**src/rtl/dmem_responder_pkg.sv**
```systemverilog
// Shared definitions for the data-memory responder and the control unit that drives it.
package dmem_responder_pkg;

  typedef enum logic [1:0] {
    ST_IDLE   = 2'd0,
    ST_WAIT   = 2'd1,
    ST_ACCESS = 2'd2
  } state_t;

  localparam logic [5:0] OP_LW = 6'b110000;
  localparam logic [5:0] OP_SW = 6'b110001;

  localparam int CNT_W = 4;
  typedef logic [CNT_W-1:0] cnt_t;

  // Counter preload on request acceptance; zero wait states bypass WAIT entirely.
  function automatic cnt_t wait_load(input int wait_cyc);
    return (wait_cyc == 0) ? {CNT_W{1'b0}} : cnt_t'(wait_cyc - 1);
  endfunction

endpackage

```
**src/rtl/dmem_array.sv**
```systemverilog
// Synchronous single-port word RAM with a registered, hold-until-next-read output.
module dmem_array
  import dmem_responder_pkg::*;
#(
  parameter int ADDR_W = 8
) (
  input  logic              CLK,
  input  logic              RST,
  input  logic              we,
  input  logic              re,
  input  logic [ADDR_W-3:0] idx,
  input  logic [31:0]       wdata,
  output logic [31:0]       rdata
);

  localparam int DEPTH = 2 ** (ADDR_W - 2);

  logic [31:0] mem_r [DEPTH];
  logic [31:0] rdata_r;

  // Array write; contents survive reset, but a write coinciding with reset is dropped.
  always_ff @(posedge CLK) begin
    if (RST && we) begin
      mem_r[idx] <= wdata;
    end
  end

  // Read register: cleared by reset, otherwise updated only by a completing read.
  always_ff @(posedge CLK) begin
    if (!RST) begin
      rdata_r <= 32'h0000_0000;
    end else if (re) begin
      rdata_r <= mem_r[idx];
    end
  end

  assign rdata = rdata_r;

endmodule

```
**src/rtl/dmem_responder.sv**
```systemverilog
// Multi-cycle data-memory responder (RD/WR strobe in, one-cycle ready out).
// Optional misaligned-access detection with err output: define DMEM_ALIGN_CHECK_EN.
module dmem_responder
  import dmem_responder_pkg::*;
#(
  parameter int ADDR_W   = 8,
  parameter int WAIT_CYC = 2
) (
  input  logic        CLK,
  input  logic        RST,
  input  logic        RD,
  input  logic        WR,
  input  logic [31:0] addr,
  input  logic [31:0] wdata,
  output logic [31:0] rdata,
  output logic        ready,
  output logic        busy
`ifdef DMEM_ALIGN_CHECK_EN
  ,
  output logic        err
`endif
);

  state_t            state_r, state_nxt_s;
  cnt_t              cnt_r, cnt_nxt_s;
  logic [ADDR_W-1:0] addr_r;
  logic [31:0]       wdata_r;
  logic              is_wr_r;
  logic              ready_r, ready_nxt_s;
  logic              busy_r, busy_nxt_s;
  logic              accept_s, align_ok_s;
  logic              mem_we_s, mem_re_s;
  logic              unused_addr_s;

  assign accept_s      = (state_r == ST_IDLE) && (RD || WR);
  assign unused_addr_s = ^addr[31:ADDR_W];

`ifdef DMEM_ALIGN_CHECK_EN
  logic err_r, err_nxt_s;
  assign align_ok_s = (addr_r[1:0] == 2'b00);
  assign err        = err_r;

  // Misalignment flag register, pulsed alongside ready.
  always_ff @(posedge CLK) begin
    if (!RST) begin
      err_r <= 1'b0;
    end else begin
      err_r <= err_nxt_s;
    end
  end

  // Misalignment flag is raised only by a completing access.
  always_comb begin
    err_nxt_s = 1'b0;
    if (state_r == ST_ACCESS) begin
      err_nxt_s = ~align_ok_s;
    end else begin
      err_nxt_s = 1'b0;
    end
  end
`else
  logic unused_align_s;
  assign align_ok_s     = 1'b1;
  assign unused_align_s = ^addr_r[1:0];
`endif

  // State, wait counter and status output registers.
  always_ff @(posedge CLK) begin
    if (!RST) begin
      state_r <= ST_IDLE;
      cnt_r   <= {CNT_W{1'b0}};
      ready_r <= 1'b0;
      busy_r  <= 1'b0;
    end else begin
      state_r <= state_nxt_s;
      cnt_r   <= cnt_nxt_s;
      ready_r <= ready_nxt_s;
      busy_r  <= busy_nxt_s;
    end
  end

  // Request capture; WR wins when both strobes are high.
  always_ff @(posedge CLK) begin
    if (!RST) begin
      addr_r  <= {ADDR_W{1'b0}};
      wdata_r <= 32'h0000_0000;
      is_wr_r <= 1'b0;
    end else if (accept_s) begin
      addr_r  <= addr[ADDR_W-1:0];
      wdata_r <= wdata;
      is_wr_r <= WR;
    end
  end

  // Next-state and wait-counter logic.
  always_comb begin
    state_nxt_s = state_r;
    cnt_nxt_s   = cnt_r;
    case (state_r)
      ST_IDLE: begin
        if (accept_s) begin
          state_nxt_s = (WAIT_CYC == 0) ? ST_ACCESS : ST_WAIT;
          cnt_nxt_s   = wait_load(WAIT_CYC);
        end else begin
          state_nxt_s = ST_IDLE;
          cnt_nxt_s   = cnt_r;
        end
      end
      ST_WAIT: begin
        if (cnt_r == {CNT_W{1'b0}}) begin
          state_nxt_s = ST_ACCESS;
          cnt_nxt_s   = cnt_r;
        end else begin
          state_nxt_s = ST_WAIT;
          cnt_nxt_s   = cnt_r - cnt_t'(1);
        end
      end
      ST_ACCESS: begin
        state_nxt_s = ST_IDLE;
        cnt_nxt_s   = cnt_r;
      end
      default: begin
        state_nxt_s = ST_IDLE;
        cnt_nxt_s   = {CNT_W{1'b0}};
      end
    endcase
  end

  // Array strobes and next values of the status outputs.
  always_comb begin
    mem_we_s    = 1'b0;
    mem_re_s    = 1'b0;
    ready_nxt_s = 1'b0;
    busy_nxt_s  = busy_r;
    case (state_r)
      ST_IDLE: begin
        if (accept_s) begin
          busy_nxt_s = 1'b1;
        end else begin
          busy_nxt_s = 1'b0;
        end
      end
      ST_WAIT: begin
        busy_nxt_s = 1'b1;
      end
      ST_ACCESS: begin
        mem_we_s    = is_wr_r & align_ok_s;
        mem_re_s    = ~is_wr_r & align_ok_s;
        ready_nxt_s = 1'b1;
        busy_nxt_s  = 1'b0;
      end
      default: begin
        busy_nxt_s = 1'b0;
      end
    endcase
  end

  dmem_array #(
    .ADDR_W(ADDR_W)
  ) u_array (
    .CLK  (CLK),
    .RST  (RST),
    .we   (mem_we_s),
    .re   (mem_re_s),
    .idx  (addr_r[ADDR_W-1:2]),
    .wdata(wdata_r),
    .rdata(rdata)
  );

  assign ready = ready_r;
  assign busy  = busy_r;

endmodule

```
**config.mk**
```make
export PLATFORM = sky130hd
export DESIGN_NAME = dmem_responder
export DESIGN_NICKNAME = d
export VERILOG_FILES = /design/src/rtl/dmem_responder_pkg.sv /design/src/rtl/dmem_array.sv /design/src/rtl/dmem_responder.sv
export SDC_FILE = /design/constraint.sdc
export NUM_CORES = 2
export LEC_CHECK = 0
export ABC_AREA = 0
export CAP_MARGIN = 30
export CORE_ASPECT_RATIO = 0.75
export CORE_MARGIN = 1
export CORE_UTILIZATION = 60
export CTS_CLUSTER_SIZE = 24
export DETAILED_ROUTE_END_ITERATION = 6
export GPL_TIMING_DRIVEN = 0
export HOLD_SLACK_MARGIN = 0.15
export PLACE_DENSITY = 0.77
export SYNTH_ARGS = -nofsm -noshare
export SYNTH_HDL_FRONTEND = slang
export SYNTH_SLANG_ARGS = --single-unit
```
**constraint.sdc**
```tcl
create_clock -name CLK -period 7.2 [get_ports CLK]
set_input_delay 1.44 -clock CLK [delete_from_list [all_inputs] [get_ports CLK]]
set_output_delay 1.44 -clock CLK [all_outputs]
set_load 0.1 [all_outputs]
```
Word level (Yosys, flattened, before mapping) --
Memories as Yosys holds them, arrays and structs flattened. A register that Yosys moved wholly into a read port is not among the register bits. Index checks and enable logic that the tools add are counted.
Operators by class: bitwise operators 2, equality and inequality tests 4, $add $sub $neg 1, mux-type cells 13, reductions and logical operators 7
Operators by type and width (number):
- one-hot mux 4 bit (3 select lines) | 1
- 2-to-1 mux 4 bit | 2
- 2-to-1 mux 1 bit | 7
- logical NOT 4 bit | 1
- != test 2 bit, second input constant | 2
- one-hot mux 2 bit (2 select lines) | 1
- subtractor 4 x 1 -> 4 bit, second input constant | 1
- AND reduction 3 bit | 1
- equality test 2 x 1 -> 1 bit, second input constant | 1
- equality test 2 bit, second input constant | 1
- logical AND 1 bit | 2
- logical NOT 2 bit | 1
- 2-to-1 mux 2 bit | 1
- NOT 1 bit | 2
- one-hot mux 1 bit (2 select lines) | 1
- logical NOT 1 bit | 1
- logical OR 1 bit | 1
Storage, ports and cells: word-level logic and storage cells 35, RAM bits 2048, memories 1, input port bits 68, flip-flop bits (word level) 49, output and inout port bits 34
Memory list:
- u_array.mem_r | words 64, width 32, rd ports 1, clocked after memory_dff 1, wr ports 1, RTL line dmem_array.sv:18 | logic [31:0] mem_r [DEPTH];

Longest topological paths before layout --
depth after elaboration 5, mapped depth 10, mapped depth without buffers 7

Modules after synthesis --
Synthesis repeated with hierarchy kept, for this count alone.
Unflattened totals: cells, all modules 4556, area, all modules 81777.2 um2
By module, submodules not included:
- dmem_array | area each 79912.9 um2, seq. area each 62139.6 um2, times used 1, cells an instance 4332
- dmem_responder | area each 1864.3 um2, seq. area each 940.9 um2, times used 1, cells an instance 224

Least setup slack after synthesis --
OpenSTA, ideal clock, no wires.
path type input -> register, from in RST, to mem u_array.mem_r[14][0], enable pin, setup time 421 ps, path slack 3308 ps, required time 6779 ps, data arrival time 3471 ps, buffers on the path 0, stages 5, cell sequence and3b_1 nand2_1 nor2_1 nand3_1 nor2_1
On the way: cells in the longest elaborated chain, start to end 3
RTL lines:
- start: declaration | RTL line dmem_responder.sv:10 | input logic RST,
- logical AND 1 bit | RTL line dmem_array.sv:23 | if (RST && we) begin
- 2-to-1 mux 1 bit | RTL line dmem_array.sv:23
- 2-to-1 mux 1 bit (not written as such) | RTL line dmem_array.sv:24 | mem_r[idx] <= wdata;
- end: declaration | RTL line dmem_array.sv:18
Every way passes these cells.

Worst setup path in the final report --
from reg addr_r[3], to mem u_array.mem_r[7][6], enable pin
RTL lines:
- start: declaration | RTL line dmem_responder.sv:26 | logic [ADDR_W-1:0] addr_r;
- start signal: assignment | RTL line dmem_responder.sv:85 | addr_r <= {ADDR_W{1'b0}};
- start signal: assignment | RTL line dmem_responder.sv:89 | addr_r <= addr[ADDR_W-1:0];
Straight into the memory's write port.

==> reports/summary.txt <==
H-tree levels: 4
IO Count: 102
Logic pwr share: 0.174
Status: finished clean
Synth area leader: edfxtp_1
Register area: 63200 um^2
Hold WC Path Type: reg -> reg
DRT iter0 DRCs: 7433
Pint: 21.4 mW
Tot GR Track Use: 0.332
Worst-Margin Slew: 1.09 ns
Fmax: 225 MHz
Post-DRT Antenna Nets: 0
Clock period minus worst slack: 4.44 ns
#FFs+latches synth: 2127
CP max FO: 17
Warnings from Yosys: 0
Total Wirelength: 225000 um
Initial antenna violation count: 8
Wire per inst: 36.2 um
EDFF count, synth: 2048
Sw Pwr: 8.55 mW
Postcts setup bufs: 0
Synth Area in Compound Gates: 0.0341
Multi-input logic area: 17500 um^2
Sequential fraction of the synthesis area: 0.776
CTS tree: built
FFs w/ async S/R, synth: 0
Syn Nets: 3964
Unrepaired setup endpoints after global routing: no
Clock latency at the later pin of the worst-skew pair: 0.84 ns
Slowest stage delay, CP: 0.65 ns
Final Setup Violations: 0
Synth Area in XOR/XNOR: 0.000215
Buffers & Inverters on Critical Path: 6
Normalized max-slew margin: 0.268
CP Class: reg -> reg
Unique cell type count in the Yosys netlist: 51
Placed instance area: 87000 um^2
DRC Markers: 0
Starting Density: 0.607
Post-route clock period utilization: 0.617
Core Region: 134000 um^2
Clock transition at path regs: 0.07 ns
Global-route wire length before repair: 312000 um
Adder-cell share of the synthesized area: 0.000308
Die outline width: 427 um
Largest family of logic cells by synthesized area: multiplexers
# clock sinks: 2127
Cell family with most CP delay: buffers and inverters
Clock Path Buffers: 3
Gpl congestion: 1.07
Mean Syn Cell Area: 20.9 um^2
Fillers: 7808
Final TNS setup: 0 ns
Post-synthesis mux area share: 0.159
Final hold vios: 0
Clk pwr share: 0.325
Final clock skew: 0.0370 ns
Post-route design area: 92800 um^2
CP Capture Type: flip-flop
Most frequent cells after synthesis: 2048 x edfxtp_1, 366 x mux4_2, 355 x mux2i_1, 171 x o22ai_1, 102 x mux2_2
Vias per std cell: 6.91
Crit-path slowest cell: nand3_1
Synth Area in Simple Gates: 0.0154
Area contributors post-synth: edfxtp_1 76%, mux4_2 10%, mux2i_1 4.4%
Layout cells sized above 1: 0.238
CP cell instances: buf_2 -> buf_2 -> buf_2 -> buf_2 -> nand3_1 -> buf_8 -> nor2_4 -> buf_16
CP startpoint kind: flip-flop
Max cap viols: 0
PostCTS Resize Cnt: 0
Synth Cell Area: 81300 um^2
Lkg Pwr: 28.7 nW
Largest net degree at the start of global routing: 66
Peak supply drop: 0.256 mV
Final #Nets: 4342
Most used cell, CP: buf_2
GRT overflow: 0
Number of CTS-inserted buffers: 186
Vias: 42854
Critical Path RT: 7.71 ns
Core Rows: 116
Hpwl dp: 146000 um
Ys flop type: edfxtp_1
Most frequent cell after synthesis: edfxtp_1
Top cell type's share of synthesized area: 0.756
Net Sw Frac: 0.286
Layout area overhead: 14.2%
Root Buffer: clkbuf_16
CTS Hold Buffers Added: 0
Port bufs: 75
Chip height: 321 um
Sequential share of power: 0.501
Fin. max-slew vios: 0
Vias in the first global route: 41486
First-pass detailed-route iteration total: 6
Synth Instances: 3894
Pwr dens: 322 nW/um^2
Die area: 137000 um^2
CP arrival: 4.96 ns
-- tightest hold or removal path, delay by kind of cell, from the launching register on --
kind,cells,cell delay [ns]
AOI/OAI and AO/OA,1,0.07
and+or+nand+nor,1,0.07
DFF,1,0.35
-- per-stage QoR --
step	power, mW	setup WS (ns)	utilization	cells	hold WS (ns)
global route	30.5	2.74	0.693	6199	0.553
finish	29.9	2.76	0.693	6201	0.538
floorplan	17.9	3.31	-	3894	0.468
detailed placement	20.3	2.24	0.649	5848	0.514
CTS	29.8	2.86	0.693	6193	0.522
global placement	20.1	0.345	0.629	5739	0.510
-- cell type report --
cell class	instances	area share
diodes	2	0.0000539
plain buffers	227	0.0131
clock buffers	247	0.0538
clock inverters	98	0.00879
inverters	2	0.0000809
multi-input cells	1538	0.188
flip-flops and latches	2127	0.680
well taps	1770	0.0239
repair buffers	190	0.0316
-- routing by layer --
layer / vias to the layer above / part of all wire / global-route usage
met5: - / 0.00025 / 0.00248
met4: 4 / 0.046 / 0.138
met3: 437 / 0.14 / 0.0935
met2: 3316 / 0.44 / 0.479
met1: 22192 / 0.37 / 0.482
li1: 16905 / - / -
-- cell usage in the layout (no fill, tap or decap), types with 11 or more instances in the layout --
master           count
edfxtp_1          2048
mux4_2             366
mux2i_1            355
clkbuf_16          188
o22ai_1            171
clkbuf_1           152
mux2_2             102
o21ai_0            101
nand2_1             93
clkdlybuf4s50_1     75
buf_2               72
buf_12              71
nor2_4              64
dfxtp_1             47
a21boi_0            40
clkinv_1            39
buf_4               36
a21oi_1             35
clkinv_2            33
a211oi_1            30
nor2_1              28
nor2b_1             23
nor3_1              22
buf_8               19
buf_16              18
dfxtp_2             18
buf_1               14
a31oi_1             14
dfxtp_4             14
o22a_1              13
o31ai_1             13
a2111oi_0           12
buf_6               11
and4_1              11
-- logic make-up after synthesis --
group                    after synthesis
AO/OA/AOI/OAI                        440
XOR/XNOR                               2
adder cells (fa/ha/maj)                2
buffers and inverters                229
flip-flops                          2127
multiplexers                         823
AND/OR/NAND/NOR                      271
-- power by group through the flow --
stage | sequential [mW] | combinational, mW | clock (mW)
3_5_place_dp | 15.2 | 5.03 | 0
3_3_place_gp | 15.6 | 4.43 | 0
2_1_floorplan | 15.2 | 2.64 | 0
6_report | 15.0 | 5.22 | 9.71
5_1_grt | 15.0 | 5.34 | 10.2
4_1_cts | 15.0 | 5.08 | 9.74
-- registers in the layout, indices dropped and copies added (netlist names) --
signal / flops
wdata_r: 32
addr_r: 6
is_wr_r: 1
busy: 1
u_array.rdata: 32
u_array.mem_r: 2048
cnt_r: 4
ready: 1
state_r: 2
-- final timing paths --
kind / from / to / slack (ns) / cells past startpoint
max: addr_r[3] / u_array.mem_r[7][6] / 2.76 / 8
min: cnt_r[0] / cnt_r[0] / 0.54 / 2
max reg2reg: addr_r[3] / u_array.mem_r[7][6] / 2.76 / 8
min reg2reg: cnt_r[0] / cnt_r[0] / 0.54 / 2
Note: power is estimated with default switching activity, not from simulation.
